File: src/rtl/ktms_cnt_rsp_pkg.sv
// Shared definitions for the continue-response dispatcher: field offsets,
// FSM state encoding and error bit indices.
package ktms_cnt_rsp_pkg;

  localparam int unsigned RC_W       = 4;
  localparam int unsigned RC_LSB     = 0;
  localparam int unsigned CTAG_LSB   = RC_LSB + RC_W;

  localparam int unsigned ERR_W      = 3;
  localparam int unsigned ERR_OVF    = 0;
  localparam int unsigned ERR_CTAG   = 1;
  localparam int unsigned ERR_DUP    = 2;

  localparam int unsigned DROP_CNT_W = 16;
  // Depth of the backlog of CHK drops deferred behind coincident overflow drops
  localparam int unsigned DROP_OWE_W = 4;

  typedef enum logic [1:0] {
    ST_IDLE  = 2'd0,
    ST_CHK   = 2'd1,
    ST_ISSUE = 2'd2
  } state_e;

  // Response layout, LSB upward: rc, ctag, ctxt, addr, mask
  function automatic int unsigned ctxt_lsb(input int unsigned ctag_w);
    return CTAG_LSB + ctag_w;
  endfunction

  function automatic int unsigned addr_lsb(input int unsigned ctag_w,
                                           input int unsigned ctxt_w);
    return CTAG_LSB + ctag_w + ctxt_w;
  endfunction

  function automatic int unsigned mask_lsb(input int unsigned ctag_w,
                                           input int unsigned ctxt_w,
                                           input int unsigned pea_w);
    return CTAG_LSB + ctag_w + ctxt_w + pea_w;
  endfunction

endpackage

File: src/rtl/ktms_cnt_rsp_fifo.sv
// Power-of-two response buffer with registered storage; a push while full is
// accepted only when a pop happens in the same cycle.
module ktms_cnt_rsp_fifo #(
  parameter int unsigned width = 8,
  parameter int unsigned depth = 4
) (
  input  logic             clk,
  input  logic             reset,
  input  logic             i_push,
  input  logic             i_pop,
  input  logic [width-1:0] i_d,
  output logic [width-1:0] o_head_c,
  output logic             o_full_c,
  output logic             o_empty_c
);

  localparam int unsigned AW = (depth > 1) ? $clog2(depth) : 1;

  logic [width-1:0] r_mem [depth];
  logic [AW-1:0]    r_wr_ptr;
  logic [AW-1:0]    r_rd_ptr;
  logic [AW:0]      r_cnt;
  logic             w_push;
  logic             w_pop;

  assign o_full_c  = (r_cnt == (AW+1)'(depth));
  assign o_empty_c = (r_cnt == '0);
  assign o_head_c  = r_mem[r_rd_ptr];
  assign w_pop     = i_pop & ~o_empty_c;
  assign w_push    = i_push & (~o_full_c | w_pop);

  always_ff @(posedge clk) begin
    if (w_push) r_mem[r_wr_ptr] <= i_d;
  end

  always_ff @(posedge clk) begin
    if (reset) begin
      r_wr_ptr <= '0;
      r_rd_ptr <= '0;
      r_cnt    <= '0;
    end else begin
      if (w_push) r_wr_ptr <= r_wr_ptr + AW'(1);
      if (w_pop)  r_rd_ptr <= r_rd_ptr + AW'(1);
      case ({w_push, w_pop})
        2'b10:   r_cnt <= r_cnt + (AW+1)'(1);
        2'b01:   r_cnt <= r_cnt - (AW+1)'(1);
        default: r_cnt <= r_cnt;
      endcase
    end
  end

endmodule

File: src/rtl/ktms_cnt_rsp_dispatch.sv
// Buffers continue responses, matches them against stalled command tags and
// issues restart requests in arrival order, tracking drops and errors.
module ktms_cnt_rsp_dispatch
  import ktms_cnt_rsp_pkg::*;
#(
  parameter int unsigned ctxtid_width  = 8,
  parameter int unsigned ctag_width    = 8,
  parameter int unsigned pea_width     = 52,
  parameter int unsigned cnt_rsp_width = 2*pea_width + ctxtid_width + ctag_width + 4,
  parameter int unsigned fifo_depth    = 4
) (
  input  logic                                clk,
  input  logic                                reset,
  input  logic                                i_cnt_rsp_v,
  input  logic [cnt_rsp_width-1:0]            i_cnt_rsp_d,
  input  logic                                i_stall_v,
  input  logic [ctag_width-1:0]               i_stall_ctag,
  output logic                                o_rst_v,
  input  logic                                o_rst_r,
  output logic [2*pea_width+ctag_width+3:0]   o_rst_d,
  output logic                                o_perror,
  output logic [ERR_W-1:0]                    o_err,
  output logic [DROP_CNT_W-1:0]               o_drop_cnt
);

  localparam int unsigned RST_W     = 2*pea_width + ctag_width + RC_W;
  localparam int unsigned NTAGS     = 2**ctag_width;
  localparam int unsigned CTXT_LSB  = ctxt_lsb(ctag_width);
  localparam int unsigned ADDR_LSB  = addr_lsb(ctag_width, ctxtid_width);
  localparam int unsigned MASK_LSB  = mask_lsb(ctag_width, ctxtid_width, pea_width);

  state_e                  r_state;
  state_e                  w_state_nxt;
  logic [cnt_rsp_width-1:0] r_hold;
  logic [NTAGS-1:0]        r_pending;
  logic [RST_W-1:0]        r_rst_d;
  logic                    r_rst_v;
  logic                    r_perror;
  logic [ERR_W-1:0]        r_err;
  logic [DROP_CNT_W-1:0]   r_drop_cnt;
  logic [DROP_OWE_W-1:0]   r_drop_owe;

  logic [cnt_rsp_width-1:0] w_head;
  logic                     w_full;
  logic                     w_empty;
  logic                     w_pop;
  logic                     w_clr;
  logic                     w_load_rst;
  logic                     w_perr_ev;
  logic                     w_ctag_ev;
  logic                     w_chk_drop;
  logic                     w_ovf;
  logic                     w_dup;
  logic                     w_par_ok;
  logic                     w_drop_inc;
  logic [DROP_OWE_W-1:0]    w_drop_owe_nxt;

  logic [RC_W-1:0]          w_rc;
  logic [ctag_width-1:0]    w_ctag;
  logic [ctxtid_width-1:0]  w_ctxt;
  logic [pea_width-1:0]     w_addr;
  logic [pea_width-1:0]     w_mask;

  ktms_cnt_rsp_fifo #(
    .width (cnt_rsp_width),
    .depth (fifo_depth)
  ) u_fifo (
    .clk       (clk),
    .reset     (reset),
    .i_push    (i_cnt_rsp_v),
    .i_pop     (w_pop),
    .i_d       (i_cnt_rsp_d),
    .o_head_c  (w_head),
    .o_full_c  (w_full),
    .o_empty_c (w_empty)
  );

  assign w_rc   = r_hold[RC_LSB   +: RC_W];
  assign w_ctag = r_hold[CTAG_LSB +: ctag_width];
  assign w_ctxt = r_hold[CTXT_LSB +: ctxtid_width];
  assign w_addr = r_hold[ADDR_LSB +: pea_width];
  assign w_mask = r_hold[MASK_LSB +: pea_width];

  // Odd parity: data bits plus the parity bit must hold an odd number of ones
  assign w_par_ok   = ^w_ctxt;
  assign w_chk_drop = w_perr_ev | w_ctag_ev;
  assign w_ovf      = i_cnt_rsp_v & w_full & ~w_pop;
  // A stall that lands on the cycle its tag is being cleared is a fresh stall
  assign w_dup      = i_stall_v & r_pending[i_stall_ctag] &
                      ~(w_clr && (w_ctag == i_stall_ctag));

  always_comb begin
    w_state_nxt = r_state;
    w_pop       = 1'b0;
    w_clr       = 1'b0;
    w_load_rst  = 1'b0;
    w_perr_ev   = 1'b0;
    w_ctag_ev   = 1'b0;
    case (r_state)
      ST_IDLE: begin
        if (!w_empty) begin
          w_pop       = 1'b1;
          w_state_nxt = ST_CHK;
        end
      end
      ST_CHK: begin
        if (!w_par_ok) begin
          w_perr_ev   = 1'b1;
          w_state_nxt = ST_IDLE;
        end else if (!r_pending[w_ctag]) begin
          w_ctag_ev   = 1'b1;
          w_state_nxt = ST_IDLE;
        end else begin
          w_clr       = 1'b1;
          w_load_rst  = 1'b1;
          w_state_nxt = ST_ISSUE;
        end
      end
      ST_ISSUE: begin
        if (o_rst_r) w_state_nxt = ST_IDLE;
      end
      default: w_state_nxt = ST_IDLE;
    endcase
  end

  // Overflow drops take the counter first; a coincident CHK drop is deferred
  always_comb begin
    w_drop_inc     = 1'b0;
    w_drop_owe_nxt = r_drop_owe;
    if (w_ovf) begin
      w_drop_inc = 1'b1;
      if (w_chk_drop && (r_drop_owe != '1)) w_drop_owe_nxt = r_drop_owe + DROP_OWE_W'(1);
    end else if (w_chk_drop) begin
      w_drop_inc = 1'b1;
    end else if (r_drop_owe != '0) begin
      w_drop_inc     = 1'b1;
      w_drop_owe_nxt = r_drop_owe - DROP_OWE_W'(1);
    end
  end

  always_ff @(posedge clk) begin
    if (reset) begin
      r_state    <= ST_IDLE;
      r_hold     <= '0;
      r_rst_v    <= 1'b0;
      r_rst_d    <= '0;
    end else begin
      r_state    <= w_state_nxt;
      r_rst_v    <= (w_state_nxt == ST_ISSUE);
      if (w_pop)      r_hold  <= w_head;
      if (w_load_rst) r_rst_d <= {w_mask, w_addr, w_ctag, w_rc};
    end
  end

  // Set after clear so a coincident stall on the same tag wins
  always_ff @(posedge clk) begin
    if (reset) begin
      r_pending <= '0;
    end else begin
      if (w_clr)     r_pending[w_ctag]       <= 1'b0;
      if (i_stall_v) r_pending[i_stall_ctag] <= 1'b1;
    end
  end

  always_ff @(posedge clk) begin
    if (reset) begin
      r_perror   <= 1'b0;
      r_err      <= '0;
      r_drop_cnt <= '0;
      r_drop_owe <= '0;
    end else begin
      r_drop_owe <= w_drop_owe_nxt;
      if (w_perr_ev) r_perror          <= 1'b1;
      if (w_ovf)     r_err[ERR_OVF]    <= 1'b1;
      if (w_ctag_ev) r_err[ERR_CTAG]   <= 1'b1;
      if (w_dup)     r_err[ERR_DUP]    <= 1'b1;
      if (w_drop_inc && (r_drop_cnt != '1)) r_drop_cnt <= r_drop_cnt + DROP_CNT_W'(1);
    end
  end

  assign o_rst_v    = r_rst_v;
  assign o_rst_d    = r_rst_d;
  assign o_perror   = r_perror;
  assign o_err      = r_err;
  assign o_drop_cnt = r_drop_cnt;

endmodule
File: config.mk
export PLATFORM = sky130hd
export DESIGN_NAME = ktms_cnt_rsp_dispatch
export DESIGN_NICKNAME = d
export VERILOG_FILES = /design/src/rtl/ktms_cnt_rsp_pkg.sv /design/src/rtl/ktms_cnt_rsp_fifo.sv /design/src/rtl/ktms_cnt_rsp_dispatch.sv
export SDC_FILE = /design/constraint.sdc
export NUM_CORES = 2
export LEC_CHECK = 0
export BUFFER_PORTS_ARGS = -buffer_cell sky130_fd_sc_hd__buf_2
export CAP_MARGIN = 5
export CELL_PAD_IN_SITES_DETAIL_PLACEMENT = 1
export CELL_PAD_IN_SITES_GLOBAL_PLACEMENT = 1
export CORE_ASPECT_RATIO = 0.6
export CORE_MARGIN = 5
export CORE_UTILIZATION = 30
export DETAILED_ROUTE_END_ITERATION = 8
export PLACE_DENSITY_LB_ADDON = 0.12
export SLEW_MARGIN = 20
export SYNTH_ARGS = -nofsm -noshare
export SYNTH_HDL_FRONTEND = slang
export SYNTH_SLANG_ARGS = --single-unit
File: constraint.sdc
create_clock -name clk -period 6.1 [get_ports clk]
set_input_delay 1.22 -clock clk [delete_from_list [all_inputs] [get_ports clk]]
set_output_delay 1.22 -clock clk [all_outputs]
set_load 0.01 [all_outputs]
# == Yosys cells after proc, flatten, opt, wreduce, memory -nomap -nowiden ==
# Memories as Yosys holds them, arrays and structs flattened. A register that Yosys moved wholly into a read port is not among the register bits.
# Cells that the tools add are included.
# totals
n_memories,1
elab_cells,99
output_inout_bits,137
ramBits,496
register_bits,406
inputBits,137
# mem_list
name,words,word_bits,rd,rd_ports_with_merged_regs,wr,line_no,source
u_fifo.r_mem,4,124,1,1,1,ktms_cnt_rsp_fifo.sv:19,logic [width-1:0] r_mem [depth];
# op_classes
n_eq_ne,11
magnitude_cmp,4
add_sub_neg,7
muxes,36
n_reduce_logical,12
bitwise,15
# ops
op,count
256-bit 2-to-1 mux,3
256-bit AND,1
256-bit NOT,1
256-bit bitwise OR,1
1-bit 2-to-1 mux,19
"8-bit by 9-bit < comparator with 1-bit output, second input constant",2
"16-bit by 1-bit adder with 16-bit output, second input constant",1
1-bit binary-select mux with 8-bit select,2
1-bit demux with 8-bit select,2
"8-bit by 1-bit greater-or-equal comparator with 1-bit output, second input constant",2
4-bit 2-to-1 mux,4
"16-bit != test, second input constant",1
8-bit == test,1
2-bit 2-to-1 mux,4
8-bit parity,1
1-bit AND,6
"2-bit == test, second input constant",3
2-bit case mux with 3 select lines,1
3-bit case mux with 2 select lines,1
1-bit logical AND,5
"2-bit by 1-bit adder with 2-bit output, second input constant",2
"4-bit by 1-bit adder with 4-bit output, second input constant",1
"2-bit by 1-bit == test with 1-bit output, second input constant",2
"2-bit by 1-bit != test with 1-bit output, second input constant",2
12 further kinds,17

# == Longest topological paths before layout ==
# logic_depth
depth_word,10
mapped_depth,16
depth_no_buf,10

# == By module ==
# From an unflattened synthesis, not the netlist that was laid out.
# hier_totals
cells_unflattened,3552
area_unflattened_um2,42887.4
# modules_own_cells
mod,area_each_um2,instances,seq_area_each_um2,cells_each
ktms_cnt_rsp_dispatch,24532.3,1,10470.0,2850
ktms_cnt_rsp_fifo,18355.1,1,15074.5,702

# == Worst setup path after synthesis ==
# No wires, ideal clock.
# synth_path
kind,input -> register
start,input i_cnt_rsp_v
end,"memory u_fifo.r_mem[0][0] (netlist bit), enable pin"
stages,3
n_path_buf,1
arrival_ns,4.449
path_slack_ns,1.154
t_required_ns,5.602
setup_ns,0.498
path_cell_list,nor2b_1 > clkbuf_1 > and2_1
# synth_between
elab_chain_cells,3
# synth_lines
element,line_no,source
from (decl),ktms_cnt_rsp_dispatch.sv:14,"input logic i_cnt_rsp_v,"
1-bit AND,ktms_cnt_rsp_fifo.sv:30,assign w_push = i_push & (~o_full_c | w_pop);
1-bit 2-to-1 mux,ktms_cnt_rsp_fifo.sv:33,if (w_push) r_mem[r_wr_ptr] <= i_d;
1-bit 2-to-1 mux (not written as such),ktms_cnt_rsp_fifo.sv:33,
to (decl),ktms_cnt_rsp_fifo.sv:19,
# No other way between the ends.

# == Final worst setup path ==
# layout_path
start,register r_hold[4] (read register of u_fifo.r_mem)
end,register r_pending[112]
# layout_between
elab_chain_cells,10
elab_cells_between_ends,16
classes_between,order compare (2); mux (10); bitwise (3); reduce/logical (1)
# layout_lines
element,line_no,source
from (decl),ktms_cnt_rsp_dispatch.sv:34,logic [cnt_rsp_width-1:0] r_hold;
"parallel branches: the longest is 6 deep, another holds 1-bit binary-select mux with 8-bit select",-,
256-bit 2-to-1 mux (*),ktms_cnt_rsp_dispatch.sv:160,if (w_clr) r_pending[w_ctag] <= 1'b0;
256-bit 2-to-1 mux (*),ktms_cnt_rsp_dispatch.sv:157,if (reset) begin
256-bit bitwise OR (no source line),-,
256-bit 2-to-1 mux (*),ktms_cnt_rsp_dispatch.sv:161,if (i_stall_v) r_pending[i_stall_ctag] <= 1'b1;
to (signal assigned),ktms_cnt_rsp_dispatch.sv:158,r_pending <= '0;
"to (signal, indexed assignment)",ktms_cnt_rsp_dispatch.sv:160,
"to (signal, indexed assignment)",ktms_cnt_rsp_dispatch.sv:161,
to (decl),ktms_cnt_rsp_dispatch.sv:35,logic [NTAGS-1:0] r_pending;
# Every way passes the cells marked *. The select of a mux whose other input is x is not followed.
# A chain may end at the register's enable or synchronous reset.

==> impl_metrics.py <==
metrics = {
    "run_status": {
        "outcome": "finished, final reports clean",
    },
    "global_routing": {
        "grt-ovfl-total": 0,
        "grt_pass1_vias": 29191,
        "grt_usage": 0.196,
        "antenna_found_initial": 41,
        "grt_max_degree": 164,
        "grt_pass1_wl_um": 212000,
    },
    "floorplan": {
        "pin_count": 274,
        "start_util": 0.304,
        "die_w_um": 491,
        "die_h_um": 299,
        "die_area_um2": 147000,
        "core_area_um2": 137000,
        "row_count": 105,
    },
    "power": {
        "seqPwrFrac": 0.429,
        "ir_worst_vdd_mv": 0.445,
        "power_frac_comb": 0.245,
        "switching_share": 0.331,
        "p_int_uw": 13100,
        "switching_power_uw": 6470,
        "power_leakage_uw": 0.0168,
        "p_per_area_nw_per_um2": 405,
        "clkPwrFrac": 0.326,
    },
    "clock_network": {
        "clockBufferDepth": 3,
        "holdBufCountCts": 0,
        "cts_made_buffers": 102,
        "insertion_delay_ns": 0.72,
        "cts_resized": 0,
        "cts_setup_buffers": 0,
        "cts_max_level": 3,
        "clk_pin_slew_ns": 0.06,
        "clock-root-buffer": "clkbuf_16",
        "numClockSinks": 1026,
        "cts_tree": "built",
    },
    "yosys": {
        "ys_seq_elements": 1026,
        "ys_warn_count": 0,
        "netlist_area_um2": 41700,
        "synth.avg_cell_area_um2": 13.4,
        "synthDistinctLibCells": 63,
        "async_flop_share": 0,
        "synth_ff_type": "dfxtp_1",
        "synth_top_cell_area_share": 0.357,
        "syn_inst": 3102,
        "ys_top_cells_by_area": "edfxtp_1 (36%), dfxtp_1 (25%), mux4_2 (13%), o211ai_1 (4.5%), mux2i_1 (4.0%)",
        "yosysSeqAreaShare": 0.612,
        "synth_top_cell_by_area": "edfxtp_1",
        "syn-num-nets": 3249,
        "synth_edf_count": 496,
    },
    "detailed_routing": {
        "routed_wl_um": 147000,
        "via_count": 28322,
        "drc": 0,
        "first_pass_iters": 5,
        "dr.first_iter.drc_count": 2481,
        "wl_per_cell_um": 28.3,
        "antenna_left": 0,
        "viasPerCell": 5.44,
    },
    "timing": {
        "rsz0062_at_grt": "false",
        "min_period_ns": 4.90,
        "worst_pin_slew_ns": 1.16,
        "fmax_ghz": 0.204,
        "fin_ws_ns": 1.20,
        "finalMaxSlewViolations": 0,
        "finalSetupTns_ns": 0,
        "hold_violations": 0,
        "clock_skew_ns": 0.0412,
        "setup_viol": 0,
        "maxSlewHeadroom": 0.227,
        "hold_slack_ns": 0.455,
        "timing.final.crit_share": 0.804,
    },
    "layout": {
        "area_growth_pct": 15.8,
        "final_common_cell": "dfxtp_1",
        "fin_nets": 3432,
        "drive_above_1_share": 0.232,
        "n_fill_cell": 14347,
        "stdcell_area_um2": 48300,
        "final_cell_mix": "dfxtp_1 (525), edfxtp_1 (496), nand2_1 (318)",
    },
    "worst_setup_path": {
        "rr_worst_depth": 10,
        "critPathCaptureType": "register",
        "rrSetupSlack_ns": 1.20,
        "timing.rr.end": "r_pending[112]$_SDFF_PP0_",
        "cp_max_fo": 24,
        "crit_required_ns": 6.70,
        "arrival_ns": 5.51,
        "r2r-start": "r_hold[4]$_SDFFE_PP0P_",
        "critPathKind": "reg -> reg",
        "critPathLaunchType": "register",
    },
    "min_path": {
        "hp-class": "reg -> reg",
        "whs_endpoint": "r_hold[29]$_SDFFE_PP0P_",
        "hold_path_depth": 2,
        "hp-start": "r_hold[29]$_SDFFE_PP0P_",
    },
    "placed_design": {
        "place.gp.congestion": 0.845,
        "dpl_worst_slack_ns": 1.38,
        "portBuffers": 273,
        "placed_cell_area_um2": 44900,
        "dp_hpwl_um": 93300,
    },
    "flow_run": {
        "drv_cap": 0,
    },
}
state kept, by name (all words and copies together) (netlist names), 3 cells and up:
register,flops
u_fifo.r_mem,496
r_pending,256
r_hold,124
o_rst_d,116
o_drop_cnt,16
r_drop_owe,4
o_err,3
u_fifo.r_cnt,3
metal layers:
metal / up-vias / share of wire / GRT usage
li1: 12214 / - / -
met5: - / 0.00062 / 0
met3: 248 / 0.083 / 0.0517
met1: 14781 / 0.45 / 0.274
met4: 14 / 0.024 / 0.0500
met2: 1065 / 0.45 / 0.302
kinds of logic (layout without fill, tap and decap cells):
| kind of cell | count (synthesis) | after routing | share of synthesized area |
|---|---|---|---|
| AO/OA/AOI/OAI | 722 | 722 | 0.107 |
| XOR/XNOR | 28 | 28 | 0.00588 |
| adder cells (fa/ha/maj) | 10 | 10 | 0.00336 |
| buffers and inverters | 275 | 548 | 0.0299 |
| flip-flops | 1026 | 1026 | 0.612 |
| multiplexers | 427 | 427 | 0.180 |
| other | 0 | 13 | 0 |
| AND/OR/NAND/NOR | 614 | 614 | 0.0625 |
power by group through the flow:
stage	clock network (µW)	logic, µW	registers [µW]
6_report	6380	4790	8380
5_1_grt	6880	5160	8460
4_1_cts	6550	4870	8400
3_5_place_dp	0	4850	8540
3_3_place_gp	0	4780	8500
2_1_floorplan	0	3090	8270
synth_stat cells (8+ instances only):
| master | instances |
|---|---|
| dfxtp_1 | 530 |
| edfxtp_1 | 496 |
| nand2_1 | 319 |
| o21ai_0 | 261 |
| o211ai_1 | 250 |
| mux4_2 | 240 |
| clkbuf_1 | 176 |
| mux2i_1 | 166 |
| nor2_1 | 163 |
| a21oi_1 | 144 |
| nand3_1 | 33 |
| buf_1 | 26 |
| xnor2_1 | 25 |
| a22oi_1 | 23 |
| nor2b_1 | 22 |
| buf_2 | 20 |
| buf_4 | 19 |
| or2_2 | 19 |
| inv_1 | 15 |
| mux4_1 | 12 |
| buf_6 | 11 |
| mux2_2 | 9 |
| nor3_1 | 9 |
| ha_1 | 8 |
| o311ai_0 | 8 |
| or3_1 | 8 |
per-stage QoR:
step,utilization,total power (µW),instances
floorplan,-,11400,3102
global placement,0.327,13300,5000
detailed placement,0.327,13400,5000
CTS,0.351,19800,5194
global route,0.351,20500,5195
finish,0.351,19600,5207
worst max-delay path by stage:
stage	start	end	slack, ns	cells after the start
final	r_hold[4]$_SDFFE_PP0P_	r_pending[112]$_SDFF_PP0_	1.20	10
after global routing	r_hold[4]$_SDFFE_PP0P_	r_pending[112]$_SDFF_PP0_	1.07	11
after CTS	r_hold[4]$_SDFFE_PP0P_	r_pending[112]$_SDFF_PP0_	1.27	10
after detailed placement	r_hold[4]$_SDFFE_PP0P_	r_pending[112]$_SDFF_PP0_	1.38	10
after global placement	r_hold[4]$_SDFFE_PP0P_	o_rst_d[75]$_SDFFE_PP0P_	1.44	10
after floorplan	i_cnt_rsp_v	u_fifo.r_mem[0][0]$_DFFE_PP_	1.15	3
critical path, stage by stage, from the launching register on:
cell	delay, ns
dfxtp_2	0.75
and2_1	0.84
a22oi_1	0.16
nand2_1	0.26
o21ai_0	0.21
o311ai_0	0.74
a2111o_2	0.71
buf_4	0.47
or2_2	0.29
o211ai_1	0.13
o21ai_0	0.19
layout make-up:
cell class                      instances  area, µm²  share of cell area
Antenna cell                           13       32.5            0.000674
Clock buffer                          147       2880              0.0597
Clock inverter                         47        469             0.00972
Inverter                               16       67.6             0.00140
Multi-Input combinational cell       1801      15000               0.310
Sequential cell                      1026      25500               0.529
Tap cell                             1819       2280              0.0472
Timing Repair Buffer                  338       2030              0.0421
Power figures use the tool's default switching activity.
